$ cat config.mk
export PLATFORM = sky130hd
export DESIGN_NAME = player_renderer
export DESIGN_NICKNAME = d
export VERILOG_FILES = /design/src/rtl/player_renderer.sv
export SDC_FILE = /design/constraint.sdc
export NUM_CORES = 1
export LEC_CHECK = 0
export BUFFER_PORTS_ARGS = -buffer_cell sky130_fd_sc_hd__buf_2
export CORE_MARGIN = 5
export CORE_UTILIZATION = 40
export CTS_CLUSTER_SIZE = 16
export DETAILED_ROUTE_END_ITERATION = 8
export SYNTH_ARGS = -nofsm -noshare
export SYNTH_HDL_FRONTEND = slang
export SYNTH_SLANG_ARGS = --single-unit
$ cat constraint.sdc
create_clock -name clock -period 5.55 [get_ports clock]
set_clock_uncertainty 0.2 [all_clocks]
set_input_delay 0.8325 -clock clock [delete_from_list [all_inputs] [get_ports clock]]
set_output_delay 0.8325 -clock clock [all_outputs]
set_load 0.01 [all_outputs]
$ cat src/rtl/player_renderer.sv
// player_renderer
// Redraws the player tile whenever its grid position or facing direction
// differs from what is currently on screen. A move erases the old tile to
// floor colour and then draws the new one; a rotation only redraws. Pixels
// are written one per clock into a VGA adapter write port.
//
// Ports:
//   clock, resetn          : clock, asynchronous active-low reset
//   x_position, y_position : requested player tile column/row (0..GRID-1)
//   dir                    : facing direction, 00=E 01=N 10=W 11=S
//   vga_x, vga_y           : pixel address for the adapter
//   vga_color              : RGB333 pixel colour
//   vga_write              : pixel write strobe
//   busy                   : high alongside every erase/draw pixel cycle
//   done                   : one-cycle pulse after a draw completes
module player_renderer #(
    parameter int         TILE         = 24,
    parameter int         GRID         = 20,
    parameter int         X_OFF        = 80,
    parameter int         Y_OFF        = 0,
    parameter int         NOSE         = 6,
    parameter logic [8:0] FLOOR_COLOR  = 9'h000,
    parameter logic [8:0] PLAYER_COLOR = 9'h1C0,
    parameter logic [8:0] NOSE_COLOR   = 9'h1FF
) (
    input  logic       clock,
    input  logic       resetn,
    input  logic [4:0] x_position,
    input  logic [4:0] y_position,
    input  logic [1:0] dir,
    output logic [9:0] vga_x,
    output logic [8:0] vga_y,
    output logic [8:0] vga_color,
    output logic       vga_write,
    output logic       busy,
    output logic       done
);
    localparam int CW   = $clog2(TILE);
    localparam int M_LO = TILE / 3;
    localparam int M_HI = (2 * TILE) / 3;

    typedef enum logic [2:0] {
        S_IDLE, S_INIT_PEND, S_ERASE, S_DRAW, S_DONE
    } state_t;

    state_t          state_q, state_d;
    logic [4:0]      drawn_x_q, drawn_x_d, drawn_y_q, drawn_y_d;
    logic [1:0]      drawn_dir_q, drawn_dir_d;
    logic [4:0]      tgt_x_q, tgt_x_d, tgt_y_q, tgt_y_d;
    logic [1:0]      tgt_dir_q, tgt_dir_d;
    logic [CW-1:0]   px_q, px_d, py_q, py_d;
    logic [9:0]      vga_x_q, vga_x_d;
    logic [8:0]      vga_y_q, vga_y_d;
    logic [8:0]      vga_color_q, vga_color_d;
    logic            vga_write_q, vga_write_d;
    logic            busy_q, busy_d;
    logic            done_q, done_d;

    // Pixel datapath for the current raster position
    logic [4:0]  tile_x, tile_y;
    logic [31:0] px_v, py_v;
    logic        in_range, last_px, last_py, border;
    logic        mid_x, mid_y, nose;
    logic [8:0]  draw_color;

    always_comb begin
        // Erase walks the tile that is on screen; draw walks the target.
        tile_x   = (state_q == S_ERASE) ? drawn_x_q : tgt_x_q;
        tile_y   = (state_q == S_ERASE) ? drawn_y_q : tgt_y_q;
        px_v     = 32'(px_q);
        py_v     = 32'(py_q);
        in_range = (32'(tile_x) < GRID) && (32'(tile_y) < GRID);
        last_px  = (px_v == TILE - 1);
        last_py  = (py_v == TILE - 1);
        border   = (px_v == 0) || last_px || (py_v == 0) || last_py;
        mid_x    = (px_v >= M_LO) && (px_v < M_HI);
        mid_y    = (py_v >= M_LO) && (py_v < M_HI);
        unique case (tgt_dir_q)
            2'b00:   nose = mid_y && (px_v >= TILE - 1 - NOSE) && (px_v < TILE - 1);
            2'b01:   nose = mid_x && (py_v >= 1) && (py_v < 1 + NOSE);
            2'b10:   nose = mid_y && (px_v >= 1) && (px_v < 1 + NOSE);
            default: nose = mid_x && (py_v >= TILE - 1 - NOSE) && (py_v < TILE - 1);
        endcase
        if (border) begin
            draw_color = FLOOR_COLOR;
        end else if (nose) begin
            draw_color = NOSE_COLOR;
        end else begin
            draw_color = PLAYER_COLOR;
        end
    end

    always_comb begin
        state_d     = state_q;
        drawn_x_d   = drawn_x_q;
        drawn_y_d   = drawn_y_q;
        drawn_dir_d = drawn_dir_q;
        tgt_x_d     = tgt_x_q;
        tgt_y_d     = tgt_y_q;
        tgt_dir_d   = tgt_dir_q;
        px_d        = px_q;
        py_d        = py_q;
        vga_x_d     = vga_x_q;
        vga_y_d     = vga_y_q;
        vga_color_d = vga_color_q;
        vga_write_d = 1'b0;
        busy_d      = 1'b0;
        done_d      = 1'b0;

        unique case (state_q)
            S_INIT_PEND: begin
                // Nothing is known to be on screen yet: draw without erasing.
                tgt_x_d   = x_position;
                tgt_y_d   = y_position;
                tgt_dir_d = dir;
                px_d      = '0;
                py_d      = '0;
                state_d   = S_DRAW;
            end
            S_IDLE: begin
                if ((x_position != drawn_x_q) || (y_position != drawn_y_q) ||
                    (dir != drawn_dir_q)) begin
                    tgt_x_d   = x_position;
                    tgt_y_d   = y_position;
                    tgt_dir_d = dir;
                    px_d      = '0;
                    py_d      = '0;
                    if ((x_position != drawn_x_q) || (y_position != drawn_y_q)) begin
                        state_d = S_ERASE;
                    end else begin
                        state_d = S_DRAW;
                    end
                end
            end
            S_ERASE, S_DRAW: begin
                vga_x_d     = 10'(X_OFF + 32'(tile_x) * TILE + px_v);
                vga_y_d     = 9'(Y_OFF + 32'(tile_y) * TILE + py_v);
                vga_color_d = (state_q == S_ERASE) ? FLOOR_COLOR : draw_color;
                // Off-grid tiles still take the full raster time, silently.
                vga_write_d = in_range;
                busy_d      = 1'b1;
                px_d        = last_px ? '0 : px_q + 1'b1;
                if (last_px) begin
                    py_d = last_py ? '0 : py_q + 1'b1;
                end
                if (last_px && last_py) begin
                    if (state_q == S_ERASE) begin
                        state_d = S_DRAW;
                    end else begin
                        drawn_x_d   = tgt_x_q;
                        drawn_y_d   = tgt_y_q;
                        drawn_dir_d = tgt_dir_q;
                        state_d     = S_DONE;
                    end
                end
            end
            default: begin
                done_d  = 1'b1;
                state_d = S_IDLE;
            end
        endcase
    end

    always_ff @(posedge clock or negedge resetn) begin
        if (!resetn) begin
            state_q     <= S_INIT_PEND;
            drawn_x_q   <= '0;
            drawn_y_q   <= '0;
            drawn_dir_q <= '0;
            tgt_x_q     <= '0;
            tgt_y_q     <= '0;
            tgt_dir_q   <= '0;
            px_q        <= '0;
            py_q        <= '0;
            vga_x_q     <= '0;
            vga_y_q     <= '0;
            vga_color_q <= '0;
            vga_write_q <= 1'b0;
            busy_q      <= 1'b0;
            done_q      <= 1'b0;
        end else begin
            state_q     <= state_d;
            drawn_x_q   <= drawn_x_d;
            drawn_y_q   <= drawn_y_d;
            drawn_dir_q <= drawn_dir_d;
            tgt_x_q     <= tgt_x_d;
            tgt_y_q     <= tgt_y_d;
            tgt_dir_q   <= tgt_dir_d;
            px_q        <= px_d;
            py_q        <= py_d;
            vga_x_q     <= vga_x_d;
            vga_y_q     <= vga_y_d;
            vga_color_q <= vga_color_d;
            vga_write_q <= vga_write_d;
            busy_q      <= busy_d;
            done_q      <= done_d;
        end
    end

    assign vga_x     = vga_x_q;
    assign vga_y     = vga_y_q;
    assign vga_color = vga_color_q;
    assign vga_write = vga_write_q;
    assign busy      = busy_q;
    assign done      = done_q;
endmodule
==> results.py <==
metrics = {
    "status": {
        "run_status": "finished clean",
    },
    "logic_synthesis": {
        "synth_edf_count": 0,
        "synth-async-reset-ratio_pct": 100,
        "ys.flop_type": "dfrtp_1",
        "synth-compound-area-share_pct": 10.7,
        "synth_top_family_by_area": "simple AND/OR/NAND/NOR gates",
        "ys_warn_count": 0,
        "ys_seq_elements": 61,
        "ys_seq_area_share_pct": 42.1,
        "synth-xor-area-share_pct": 7.24,
        "syn_inst": 351,
        "synth_area_leaders": "dfrtp_1 (41%), ha_1 (8.3%), mux2_2 (7.8%)",
        "yosysMostFrequentCell": "dfrtp_1",
        "ys_types": 56,
        "yosys.area_share.simple_pct": 12.8,
        "synth_commonest_cells": "dfrtp_1 (60), nand2_1 (43), mux2_2 (25)",
        "synth.net_count": 391,
        "synth_fa_ha_area_share_pct": 9.66,
        "syn_area_mm2": 0.00363,
        "syn-mean-instance-area_um2": 10.3,
        "yosysTopAreaCellShare_pct": 41.4,
        "synth_area_leader_cell": "dfrtp_1",
        "synthMuxAreaShare_pct": 11.2,
    },
    "timing": {
        "hold_viol": 0,
        "setup_tns_ps": 0,
        "rsz0062_at_grt": "no",
        "max_slew_margin_pct": 31.8,
        "min_period_ps": 4350,
        "fmax_ghz": 0.230,
        "fin_hold_ws_ps": 270,
        "tightest_slew_ps": 1020,
        "period_share_pct": 78.3,
        "setup_violations": 0,
        "final-max-slew-violation-count": 0,
    },
    "detailed_routing": {
        "vias": 2523,
        "vias_per_cell": 5.07,
        "drt_pass1_iterations": 4,
        "antenna_left": 0,
        "wl_per_cell_um": 14.7,
        "routed_wl_um": 7340,
        "drc": 0,
        "drtIter0Drc": 64,
    },
    "cells_and_area": {
        "final_area_mm2": 0.00407,
        "area_growth_pct": 12.2,
        "diodes": 0,
        "drive_above_1_share_pct": 24.4,
        "layout.nets": 425,
    },
    "floorplanning": {
        "core_mm2": 0.00876,
        "die-width_um": 105,
        "ioPinCount": 45,
        "start_util_pct": 41.4,
        "num_rows": 34,
        "chipHeight_um": 105,
        "dieArea_mm2": 0.0111,
    },
    "clocking": {
        "clock_latency_ps": 340,
        "cts_buffer_depth": 2,
        "cts_resized": 0,
        "hold_buffers": 0,
        "cts-root-buf": "clkbuf_8",
        "clk_pin_slew_ps": 70,
        "cts_buffers": 9,
        "post_cts_buffers": 0,
        "clock-sinks": 61,
        "htreeDepth": 3,
        "cts_tree": "yes",
    },
    "min_path": {
        "min_path_cells": 2,
        "holdCritStartpoint": "vga_y[2]",
        "hold_class": "reg2reg",
        "holdPathEnd": "vga_y[2]",
    },
    "pwr": {
        "vdd_drop_max_uv": 112,
        "clkPwrFrac_pct": 37.2,
        "seqPwrFrac_pct": 43.6,
        "combPwrFrac_pct": 19.2,
        "p_int_uw": 867,
        "cellLeakagePower_uw": 0.00191,
        "powerDensity_mw_per_mm2": 295,
        "p_sw_share_pct": 27.7,
        "p_switching_uw": 333,
    },
    "setup_path": {
        "endpoint_kind": "flop",
        "r2r_start": "state_q[1]",
        "crit_required_ps": 5570,
        "critPathBufInv": 1,
        "path_cells": "nor3b_4 -> mux2_2 -> ha_1 -> ha_1 -> a21oi_1 -> mux2i_1 -> xor2_1 -> inv_1 -> ha_1 -> o31ai_2 -> and3b_1 -> a211oi_1 -> o311a_1",
        "critPathMaxStageDelay_ps": 670,
        "startpoint_type": "flop",
        "cp_slowest_cell": "nor3b_4",
        "worst_ep_arrival_time_ps": 4370,
        "r2r-end": "vga_x[9]",
        "crit_type": "reg2reg",
        "cp_top_family": "simple AND/OR/NAND/NOR gates",
        "rrSetupSlack_ps": 1200,
        "ff2ff_path_depth": 13,
        "cp_max_fo": 12,
        "cpMostUsedCell": "ha_1",
    },
    "place": {
        "routabilityCongestion": 0.843,
        "dp_hpwl_um": 5380,
        "placed_area_mm2": 0.00385,
        "port_buffers": 44,
    },
    "global_route": {
        "grt_max_degree": 62,
        "first_global_vias": 2449,
        "grt-ovfl-total": 0,
        "grt_pass1_wl_um": 12200,
        "antenna_found_initial": 0,
        "track_usage_pct": 13.8,
    },
    "job": {
        "max_cap_violations": 0,
    },
}
area by class of cell:
type	count	area [um^2]
tap	108	135
fill	816	4690
multi-input combinational	245	1870
clock buffer	12	155
sequential	61	1530
clock inverter	4	70.1
timing repair buffer	45	228
inverter	23	86.3
through the flow:
stage | setup slack (ps) | utilization [%] | std cells | total power (uW)
CTS | 1170 | 46.5 | 498 | 1220
finish | 1200 | 46.5 | 498 | 1200
global route | 875 | 46.5 | 498 | 1270
global placement | 1340 | 43.9 | 482 | 758
detailed placement | 1200 | 43.9 | 482 | 766
floorplan | 1820 | - | 351 | 679
worst register-to-register path: cells and delay by family (launching register included):
kind,cells,cell delay (ps)
AOI/OAI and AO/OA,4,800
xor gates and xnor gates,1,400
adders and majority gates,3,800
buffers and inverters,1,90
DFF,1,480
muxes,2,600
and+or+nand+nor,2,860
layer usage:
| metal | wire [um] | GRT usage, % |
|---|---|---|
| met1 | 3630 | 19.3 |
| met2 | 3260 | 20.2 |
| met4 | 114 | 5.75 |
| met5 | 0 | 0 |
| met3 | 340 | 3.79 |
how the worst max path moves through the flow:
stage | start | endpoint | slack [ps] | cells after the start
after floorplan | state_q[0] | vga_x[9] | 1820 | 15
after CTS | state_q[1] | vga_x[9] | 1170 | 13
after global routing | state_q[1] | vga_x[9] | 880 | 13
final | state_q[1] | vga_x[9] | 1200 | 13
after detailed placement | state_q[1] | vga_x[9] | 1200 | 13
after global placement | state_q[1] | vga_x[9] | 1340 | 13
kinds of logic (layout without fill, tap and decap cells):
group | after synthesis | count (layout)
AOI/OAI and AO/OA | 59 | 59
adders and majority gates | 27 | 27
buffers and inverters | 45 | 84
DFF | 61 | 61
muxes | 37 | 37
xor gates and xnor gates | 30 | 30
and+or+nand+nor | 92 | 92
power by group through the flow:
| stage | clock [uW] | sequential, uW | combinational, uW |
|---|---|---|---|
| 5_1_grt | 481 | 530 | 263 |
| 3_5_place_dp | 0 | 532 | 234 |
| 2_1_floorplan | 0 | 539 | 139 |
| 4_1_cts | 462 | 524 | 236 |
| 3_3_place_gp | 0 | 529 | 229 |
| 6_report | 446 | 523 | 231 |
registers in the layout (all words and copies together) (netlist names):
name / cells
drawn_dir_q: 2
tgt_dir_q: 2
tgt_y_q: 5
vga_write: 1
py_q: 5
vga_y: 9
drawn_x_q: 5
drawn_y_q: 5
state_q: 3
vga_x: 10
px_q: 5
busy: 1
tgt_x_q: 5
vga_color: 2
done: 1
cell usage in the layout, fill, tap and decap left out, types with 3 or more instances in the layout:
cell | netlist | layout
dfrtp_1 | 60 | 60
buf_2 | 3 | 44
nand2_1 | 43 | 43
mux2_2 | 25 | 25
ha_1 | 24 | 24
inv_1 | 22 | 22
xnor2_1 | 19 | 19
a21oi_1 | 16 | 16
o21ai_0 | 16 | 16
nor2_1 | 12 | 12
mux2i_1 | 11 | 11
xor2_1 | 11 | 11
clkbuf_8 | 0 | 11
nand3_1 | 6 | 6
or3_1 | 5 | 5
nand4_1 | 5 | 5
a21o_1 | 4 | 4
a211oi_1 | 4 | 4
nor2b_1 | 3 | 3
nor3_1 | 3 | 3
(Power assumes the default switching activity.)
